--- config.mk ---
export PLATFORM = sky130hd
export DESIGN_NAME = note_lookup_arbiter
export DESIGN_NICKNAME = d
export VERILOG_FILES = /design/src/rtl/note_lookup_arbiter.sv
export SDC_FILE = /design/constraint.sdc
export NUM_CORES = 1
export LEC_CHECK = 0
export BUFFER_PORTS_ARGS = -buffer_cell sky130_fd_sc_hd__buf_2
export CAP_MARGIN = 25
export CORE_UTILIZATION = 50
export CTS_CLUSTER_SIZE = 40
export DETAILED_ROUTE_END_ITERATION = 6
export HOLD_SLACK_MARGIN = 0.12
export PLACE_DENSITY = 0.8
export SETUP_SLACK_MARGIN = 0.2
export SLEW_MARGIN = 25
export SYNTH_ARGS = -nofsm -noshare
export SYNTH_HDL_FRONTEND = slang
export SYNTH_SLANG_ARGS = --single-unit
--- constraint.sdc ---
create_clock -name i_clk -period 9.4 [get_ports i_clk]
set_clock_uncertainty 0.2 [all_clocks]
set_input_delay 0.47 -clock i_clk [delete_from_list [all_inputs] [get_ports i_clk]]
set_output_delay 0.47 -clock i_clk [all_outputs]
set_load 0.01 [all_outputs]
--- src/rtl/note_lookup_arbiter.sv ---
// Round-robin arbiter that time-shares one note_table among three channels.
// Optional `NOTE_ARB_MUTE_EN adds i_mute to zero individual phase-delta outputs.
module note_lookup_arbiter #(
   parameter int LUT_WAIT = 1
) (
   input  logic        i_clk,
   input  logic        i_rst,
`ifdef NOTE_ARB_MUTE_EN
   input  logic [2:0]  i_mute,
`endif
   input  logic [2:0]  i_req,
   input  logic [5:0]  i_note0,
   input  logic [5:0]  i_note1,
   input  logic [5:0]  i_note2,
   output logic [2:0]  o_ack,
   output logic [5:0]  o_lut_note,
   input  logic [31:0] i_lut_compare,
   output logic [31:0] o_phase_delta0,
   output logic [31:0] o_phase_delta1,
   output logic [31:0] o_phase_delta2,
   output logic        o_busy
);

   typedef enum logic [1:0] {IDLE, LOOKUP, DONE} state_t;

   localparam logic [1:0] WAIT_LAST = 2'(LUT_WAIT - 1);

   state_t      state, state_nxt;
   logic [1:0]  last_grant;
   logic [1:0]  winner;
   logic [1:0]  grant_sel;
   logic        grant_any;
   logic [5:0]  grant_note;
   logic [5:0]  note_lat;
   logic [1:0]  wait_cnt;
   logic        lut_last;
   logic [31:0] delta0_q, delta1_q, delta2_q;

   assign lut_last = (wait_cnt == WAIT_LAST);

   // Search order starts one past the previous winner so nobody waits behind more than two lookups.
   always_comb begin
      grant_any = |i_req;
      grant_sel = 2'd0;
      case (last_grant)
         2'd0: begin
            if (i_req[1])      grant_sel = 2'd1;
            else if (i_req[2]) grant_sel = 2'd2;
            else               grant_sel = 2'd0;
         end
         2'd1: begin
            if (i_req[2])      grant_sel = 2'd2;
            else if (i_req[0]) grant_sel = 2'd0;
            else               grant_sel = 2'd1;
         end
         default: begin
            if (i_req[0])      grant_sel = 2'd0;
            else if (i_req[1]) grant_sel = 2'd1;
            else               grant_sel = 2'd2;
         end
      endcase
   end

   always_comb begin
      case (grant_sel)
         2'd0:    grant_note = i_note0;
         2'd1:    grant_note = i_note1;
         default: grant_note = i_note2;
      endcase
   end

   always_ff @(posedge i_clk or posedge i_rst) begin
      if (i_rst) state <= IDLE;
      else       state <= state_nxt;
   end

   always_comb begin
      state_nxt = state;
      case (state)
         IDLE:    if (grant_any) state_nxt = LOOKUP;
         LOOKUP:  if (lut_last)  state_nxt = DONE;
         DONE:    state_nxt = IDLE;
         default: state_nxt = IDLE;
      endcase
   end

   // The note is frozen at grant time so requesters may change i_noteN mid-lookup.
   always_ff @(posedge i_clk or posedge i_rst) begin
      if (i_rst) begin
         last_grant <= 2'd2;
         winner     <= 2'd0;
         note_lat   <= 6'd0;
         wait_cnt   <= 2'd0;
         delta0_q   <= 32'd0;
         delta1_q   <= 32'd0;
         delta2_q   <= 32'd0;
      end else begin
         case (state)
            IDLE: begin
               if (grant_any) begin
                  winner   <= grant_sel;
                  note_lat <= grant_note;
                  wait_cnt <= 2'd0;
               end
            end
            LOOKUP: begin
               wait_cnt <= wait_cnt + 2'd1;
               if (lut_last) begin
                  case (winner)
                     2'd0:    delta0_q <= i_lut_compare;
                     2'd1:    delta1_q <= i_lut_compare;
                     default: delta2_q <= i_lut_compare;
                  endcase
               end
            end
            DONE:    last_grant <= winner;
            default: ;
         endcase
      end
   end

   always_comb begin
      o_ack      = 3'b000;
      o_lut_note = 6'd0;
      o_busy     = (state != IDLE);
      case (state)
         LOOKUP:  o_lut_note = note_lat;
         DONE:    o_ack = 3'(3'b001 << winner);
         default: ;
      endcase
   end

`ifdef NOTE_ARB_MUTE_EN
   assign o_phase_delta0 = i_mute[0] ? 32'd0 : delta0_q;
   assign o_phase_delta1 = i_mute[1] ? 32'd0 : delta1_q;
   assign o_phase_delta2 = i_mute[2] ? 32'd0 : delta2_q;
`else
   assign o_phase_delta0 = delta0_q;
   assign o_phase_delta1 = delta1_q;
   assign o_phase_delta2 = delta2_q;
`endif

endmodule

==> metrics.txt, run 1 <==
status complete, no violations; Sink Count 110; internal power 1.27 mW; vias in the first global route 3034; Mapped Avg Cell Area roughly 15 um2; clock power share 13.4%; global-route wire length before repair 14.8 mm; CTS Hold Bufs 3; Die H 96.9 um; Hold Vio Cnt, Final 0; Vias 3059; layout cells sized above 1 59.0%; CTS tree yes; Net Sw Power 0.689 mW; #FFs+latches synth 110; sequential area share after synthesis slightly above 60%; Final Max Slew Viols 0; CTS Buf Count 9; Layout Nets ~530; sw frac 35.2%; warnings from Yosys 0; combinational power share a little over two fifths; initial antenna violation count 0; met3 Use GR 5.20%; clk root buf clkbuf_8; Max-cap violations 0; number of setup violations in the final report 0; Flop pwr share 43.3%; area of the die 9390 um2; Core Box Area 8720 um2; design area 5590 um2; GP Congestion 0.789; Setup TNS Final 0 ps; port bufs 160; DRC errors left 0; Worst Path Max Fanout 24; DIE WIDTH 96.9 um; DR pass1 iterations 5; hpwl dp ~6.5 mm; dpl cell area 5380 um2; Detail Route Antenna Nets 0; Min Hold Slack around 140 ps; Clock Tree Buf Depth 2; grt met1 use around a quarter; Avg WL per Cell 15.1 um; Worst slew margin between 50% and 60%; Syn Nets 366; Setup CP Type flip-flop to flip-flop; RSZ-0062 raised after global routing false; Initial Util 51.6%; drt initial violations 76; hold depth 2; busiest grt layer met2; Top-Level Pins 161; diode count 0; minimum clock period 2230 ps; M2 GR Usage 31.7%; Power, Total roughly 2 mW; Leakage 2.68 nW; Worst-path clk slew around 100 ps; Overflow after GRT 0; # rows 34; GRT Overall Usage 20.0%; final core occ ~64%; vias per cell 5.22; reg2reg path depth 6; critical path arrival 2270 ps; worst hold path type input port to flip-flop; Cell variety after synth 31; PD cells ~350 nW/um2; element type at the critical path end flip-flop; Layout area overhead 24.2%; PostCTS Resize Cnt 0; H-tree levels 3; Worst setup SP type flip-flop; CP required 9450 ps; postcts setup bufs 0; fmax 0.449 GHz; Worst-Margin Slew 692 ps; largest net degree at the start of global routing 58; maximum VDD drop 0.000147 V; Synth Cell Area 4500 um2; Routed WL 8.86 mm; clk_lat worst skew 350 ps; final worst-path cycle share 23.7%; Synth Instances just over 300
==> state kept, by name, summed over array words and instances (netlist names) <==
signal and count:
last_grant 2, note_lat 6, state 2, wait_cnt 2
o_phase_delta0 32, winner 2, o_phase_delta2 32, o_phase_delta1 32
==> power by group through the flow <==
stage | registers (mW) | clock network [mW] | logic, mW
after floorplan | 0.941 | 0 | 0.446
after global placement | 0.848 | 0 | 0.832
after detailed placement | 0.859 | 0 | 0.856
after CTS | 0.848 | 0.273 | 0.860
after global routing | 0.881 | 0.293 | 0.916
final | 0.847 | 0.263 | 0.846
==> layer usage <==
metal	share of wire (%)	up-vias	wire, um
met5	0	-	0
met4	1.2	0	108
met3	6.2	8	546
met2	47	118	4170
met1	45	1513	4030
li1	-	1420	-
==> cell usage after synthesis, drive strengths merged <==
library cell,n,area [um2]
nand2,4,15.0
nand2b,3,18.8
o21ai,10,50.1
o211ai,6,45.0
dfstp,1,26.3
ha,1,12.5
nor2,4,15.0
inv,11,41.3
nand3b,1,7.51
nor2b,10,70.1
nor3b,3,33.8
a22oi,1,12.5
a2bb2oi,1,8.76
mux2,98,1100
buf,12,81.3
mux2i,1,10.0
dfrtp,109,2730
o31ai,1,7.51
clkbuf,3,11.3
a21oi,1,5.00
nand3,7,35.0
and2,13,83.8
a221o,6,60.1
nor3,2,10.0
o211a,1,10.0
==> final timing paths <==
check,start,end,slack (ps)
max reg2reg,wait_cnt[0],o_phase_delta1[18],7170
min reg2reg,wait_cnt[0],wait_cnt[0],300
max in group asynchronous,i_rst,o_phase_delta0[17],7300
min in group asynchronous,i_rst,o_phase_delta1[26],560
min,i_note0[4],note_lat[4],140
max,wait_cnt[0],o_phase_delta1[18],7170
==> per-stage QoR <==
step / cells / setup slack, ps
after floorplan: 310 / 5830
after global placement: 567 / 7200
after detailed placement: 567 / 7150
after CTS: 586 / 7140
after global routing: 586 / 7050
final: 586 / 7170
==> layout by cell type, fill, tap and decap left out, types with 2 or more instances in the layout <==
cell type,instances
buf_2,160
dfrtp_1,109
mux2_2,97
and2_1,12
inv_1,10
o21ai_0,10
nor2b_1,9
clkbuf_8,9
nand3_1,7
o211ai_1,6
a221o_1,6
nand2_1,4
nor2_1,4
buf_4,4
nand2b_1,3
inv_6,3
dlygate4sd3_1,3
nor3_1,2
nor3b_1,2
==> worst max-delay path, stage by stage (launching register included) <==
cell	delay [ps]
dfrtp_1	380
inv_1	60
ha_1	200
and2_4	150
nand3b_1	350
buf_4	400
mux2_2	380
==> kinds of logic (layout without fill, tap and decap cells) <==
kind of cell             Yosys count  in the layout  synth area share (%)
AO/OA/AOI/OAI                     27             27                  4.42
adder cells (fa/ha/maj)            1              1                 0.278
buffers and inverters             26            194                  2.97
flip-flops                       110            110                  61.2
multiplexers                      99             99                  24.7
AND/OR/NAND/NOR                   47             47                  6.42
==> final cells by class <==
| class | count | area (um2) |
|---|---|---|
| Clock buffer | 10 | 128 |
| Timing Repair Buffer | 167 | 861 |
| Fill cell | 698 | 3130 |
| Inverter | 11 | 43.8 |
| Clock inverter | 6 | 56.3 |
| Tap cell | 108 | 135 |
| Sequential cell | 110 | 2750 |
| Multi-Input combinational cell | 174 | 1610 |
Power figures use the tool's default switching activity.
==> inputs of run 2 (changes only) <==
--- a/config.mk
+++ b/config.mk
@@ -5,6 +5,7 @@
 export SDC_FILE = /design/constraint.sdc
 export NUM_CORES = 1
 export LEC_CHECK = 0
+export ABC_AREA = 1
 export BUFFER_PORTS_ARGS = -buffer_cell sky130_fd_sc_hd__buf_2
 export CAP_MARGIN = 25
 export CORE_UTILIZATION = 50
==> constraint.sdc (replaced) <==
create_clock -name i_clk -period 2.34 [get_ports i_clk]
set_clock_uncertainty 0.2 [all_clocks]
set_input_delay 0.117 -clock i_clk [delete_from_list [all_inputs] [get_ports i_clk]]
set_output_delay 0.117 -clock i_clk [all_outputs]
set_load 0.01 [all_outputs]
==> run 2 against run 1 <==
Area after synthesis up 4.7%. Largest power group is now combinational cells. Non-clock buffer count grew 48. Die area increased by 4.6%. Critical path depth grew 1. Flip-flop and latch count unchanged. First-iteration DRC count grew 110%. Synthesized cell count up 50%.
==> metrics.txt, run 2 <==
status complete, no violations (unchanged); Sink Count 110 (unchanged); critical path depth in cells 7 (was 6); drt initial violations 159 (was 76); element type at the critical path end flip-flop (unchanged); terminus of the critical flop-to-flop path o_phase_delta0[16] (was o_phase_delta1[18]); Net Sw Power 3.31 mW (was 0.689 mW); Hold Vio Cnt, Final 0 (unchanged); Layout area overhead 31.2% (was 24.2%); Clock Tree Buf Depth 2 (unchanged); Synth area leader dfrtp_1 (unchanged); number of synthesized flops with an enable pin 0 (unchanged); Overflow after GRT 0 (unchanged); largest net degree at the start of global routing 111 (was 58); Cell variety after synth 22 (was 31); #FFs+latches synth 110 (unchanged); Setup CP Type flip-flop to flip-flop (unchanged); Flop pwr share 41.3% (was 43.3%); Top-Level Pins 161 (unchanged); M2 GR Usage 37.8% (was 31.7%); combinational power share 45.5% (was 43.2%); clock power share 13.2% (was 13.4%); Detail Route Antenna Nets 0 (unchanged); GP Congestion 0.780 (was 0.789); ys flop type dfrtp_1 (unchanged); most frequent cells in the layout buf_2, dfrtp_1, nand2_1 (was buf_2, dfrtp_1, mux2_2); vias in the first global route 3773 (was 3034); CTS tree yes (unchanged); hpwl dp 6.77 mm (was 6.48 mm); Die H 99.1 um (was 96.9 um); Worst slew margin 49.6% (was 53.9%); Core Box Area 9200 um2 (was 8720 um2); post-route insts no fill 788 (was 586); maximum VDD drop 0.000616 V (was 0.000147 V); CTS Buf Count 9 (unchanged); Setup TNS Final 0 ps (unchanged); critical path cell sequence inv_1, ha_1, nand2_4, inv_4, nand2_4, nand2_1, o21ai_1 (was inv_1, ha_1, and2_4, nand3b_1, buf_4, mux2_2); max incr delay on CP 550 ps (was 400 ps); CP required 2390 ps (was 9450 ps); DRC errors left 0 (unchanged); Synth Instances 465 (was 310); internal power 4.69 mW (was 1.27 mW); Async S/R FF share, synth 100% (unchanged); register area 2750 um2 (unchanged); Synth top cells by count dfrtp_1, nand2_1, inv_1, nor2_1, o21ai_2 (was dfrtp_1, mux2_2, and2_1, inv_1, o21ai_0); sequential area share after synthesis 58.4% (was 61.2%); reg2reg path depth 7 (was 6); layout cells sized above 1 38.7% (was 59.0%); Worst Setup EP o_phase_delta0[16] (was o_phase_delta1[18]); Synth top area share 57.9% (was 60.6%); busiest grt layer met2 (unchanged); global-route wire length before repair 17.4 mm (was 14.8 mm); Max-cap violations 0 (unchanged); Worst-path clk slew 110 ps (was 100 ps); port bufs 160 (unchanged); fmax 0.516 GHz (was 0.449 GHz); # rows 35 (was 34); reg2reg start wait_cnt[0] (unchanged); worst hold path type input port to flip-flop (unchanged); most common cell after layout, fill and taps aside buf_2 (unchanged); reg-to-reg slack, setup 400 ps (was 7170 ps); CP most frequent cell nand2_4; number of setup violations in the final report 0 (unchanged); met3 Use GR 4.22% (was 5.20%); initial antenna violation count 0 (unchanged); Final Max Slew Viols 0 (unchanged); crit path from wait_cnt[0] (unchanged); main area contributors after synthesis dfrtp_1, nand2_1, o21ai_2 (was dfrtp_1, mux2_2, and2_1); critical path arrival 1990 ps (was 2270 ps); RSZ-0062 raised after global routing false (unchanged); Power, Total 8.00 mW (was 1.96 mW); PostCTS Resize Cnt 0 (unchanged); GRT Overall Usage 22.4% (was 20.0%); sw frac 41.4% (was 35.2%); postcts setup bufs 0 (unchanged); Layout Nets 728 (was 529); CP max-delay cell nand2_4 (was buf_4); area of the die 9820 um2 (was 9390 um2); grt met1 use 28.5% (was 26.4%); diode count 0 (unchanged); DR pass1 iterations 4 (was 5); area of the multi-input gates 1530 um2 (was 1610 um2); Leakage 3.23 nW (was 2.68 nW); Syn Nets 521 (was 366); final worst-path cycle share 82.9% (was 23.7%); clk_lat worst skew 350 ps (about the same); Worst Path Buf+Inv 2 (unchanged); vias per cell 4.90 (was 5.22); top-count cell post-synth dfrtp_1 (unchanged); Vias 3863 (was 3059); Worst Path Max Fanout 64 (was 24); DIE WIDTH 99.1 um (was 96.9 um); cell family with most CP delay simple AND/OR/NAND/NOR gates (unchanged); Synth Cell Area 4710 um2 (was 4500 um2); Routed WL 10.6 mm (was 8.86 mm); Worst-Margin Slew 755 ps (was 692 ps); Worst setup SP type flip-flop (unchanged); Mapped Avg Cell Area 10.1 um2 (was 14.5 um2); Avg WL per Cell 13.4 um (was 15.1 um); clk root buf clkbuf_8 (unchanged); PD cells 1290 nW/um2 (was 350 nW/um2); warnings from Yosys 0 (unchanged); FILL cells 713 (was 698); minimum clock period 1940 ps (was 2230 ps); Initial Util 51.3% (was 51.6%); H-tree levels 3 (unchanged); Post-Place Cells 720 (was 567)
## run 2: changes by cell type in the layout (fill, tap and decap cells not counted), moves of 7 or more
cell,change
nand2_1,+99
mux2_2,-97
dlygate4sd3_1,+49
inv_1,+46
nor2_1,+44
o21ai_2,+42
a21oi_2,+30
o21ai_1,+22
and2_1,-12
nor2b_1,-9
a21oi_1,+7
## run 2: logic make-up after synthesis
family	count (synthesis)	synth area share [%]
DFF	110	58.4
and+or+nand+nor	168	14.9
AOI/OAI and AO/OA	108	17.2
buffers and inverters	78	9.18
adders and majority gates	1	0.265
## run 2: worst min-delay path by stage
stage / startpoint / endpoint / slack [ps] / cells after the start
after global routing: i_req[2] / winner[0] / 230 / 6
final: i_req[0] / winner[0] / 200 / 6
after global placement: i_rst / o_phase_delta1[31] / 130 / 3
after detailed placement: i_rst / note_lat[4] / 150 / 3
after floorplan: i_lut_compare[3] / o_phase_delta1[3] / 90 / 2
after CTS: i_req[2] / winner[0] / 130 / 6
## run 2: layer usage
layer	part of all wire, %	up-vias	wire length (um)
li1	-	1876	-
met1	43	1810	4530
met2	50	150	5260
met3	5.1	27	536
met4	2.6	0	274
met5	0	-	0
## run 2: worst reg2reg max path, cell delays in order (launching register included)
cell and delay [ps]:
dfrtp_1 340, inv_1 60, ha_1 240, nand2_4 130, inv_4 60, nand2_4 550, nand2_1 140, o21ai_1 130
## run 2: final cells by class
class                   count  share of cell area [%]
flip-flops and latches    110                    44.5
clock inverters             6                   0.728
clock buffers              10                    2.22
inverters                  59                    3.68
well taps                 111                    2.25
multi-input cells         277                    24.7
repair buffers            215                    21.9
## run 2: timing repair
action                                 4_1_cts  5_1_grt
setup endpoints to repair                    0        0
endpoints found under the hold margin      213        0
hold buffers                                52        0
## run 2: power by group through the flow
stage / Clock, mW / Sequential (mW) / Combinational, mW
final: 1.06 / 3.30 / 3.65
after global routing: 1.17 / 3.41 / 4.05
after CTS: 1.09 / 3.31 / 3.64
after detailed placement: 0 / 3.34 / 3.56
after global placement: 0 / 3.30 / 3.41
after floorplan: 0 / 3.67 / 2.06
## run 2: stage by stage
stage / hold WS, ps / util [%] / setup slack [ps] / instance area [um2]
6_report: 202 / 67.3 / 401 / 6190
5_1_grt: 228 / 67.3 / 257 / 6190
4_1_cts: 130 / 67.3 / 406 / 6190
3_5_place_dp: 146 / 59.6 / 443 / 5480
3_3_place_gp: 128 / 59.6 / 531 / 5480
2_1_floorplan: 87.5 / - / 694 / 4720
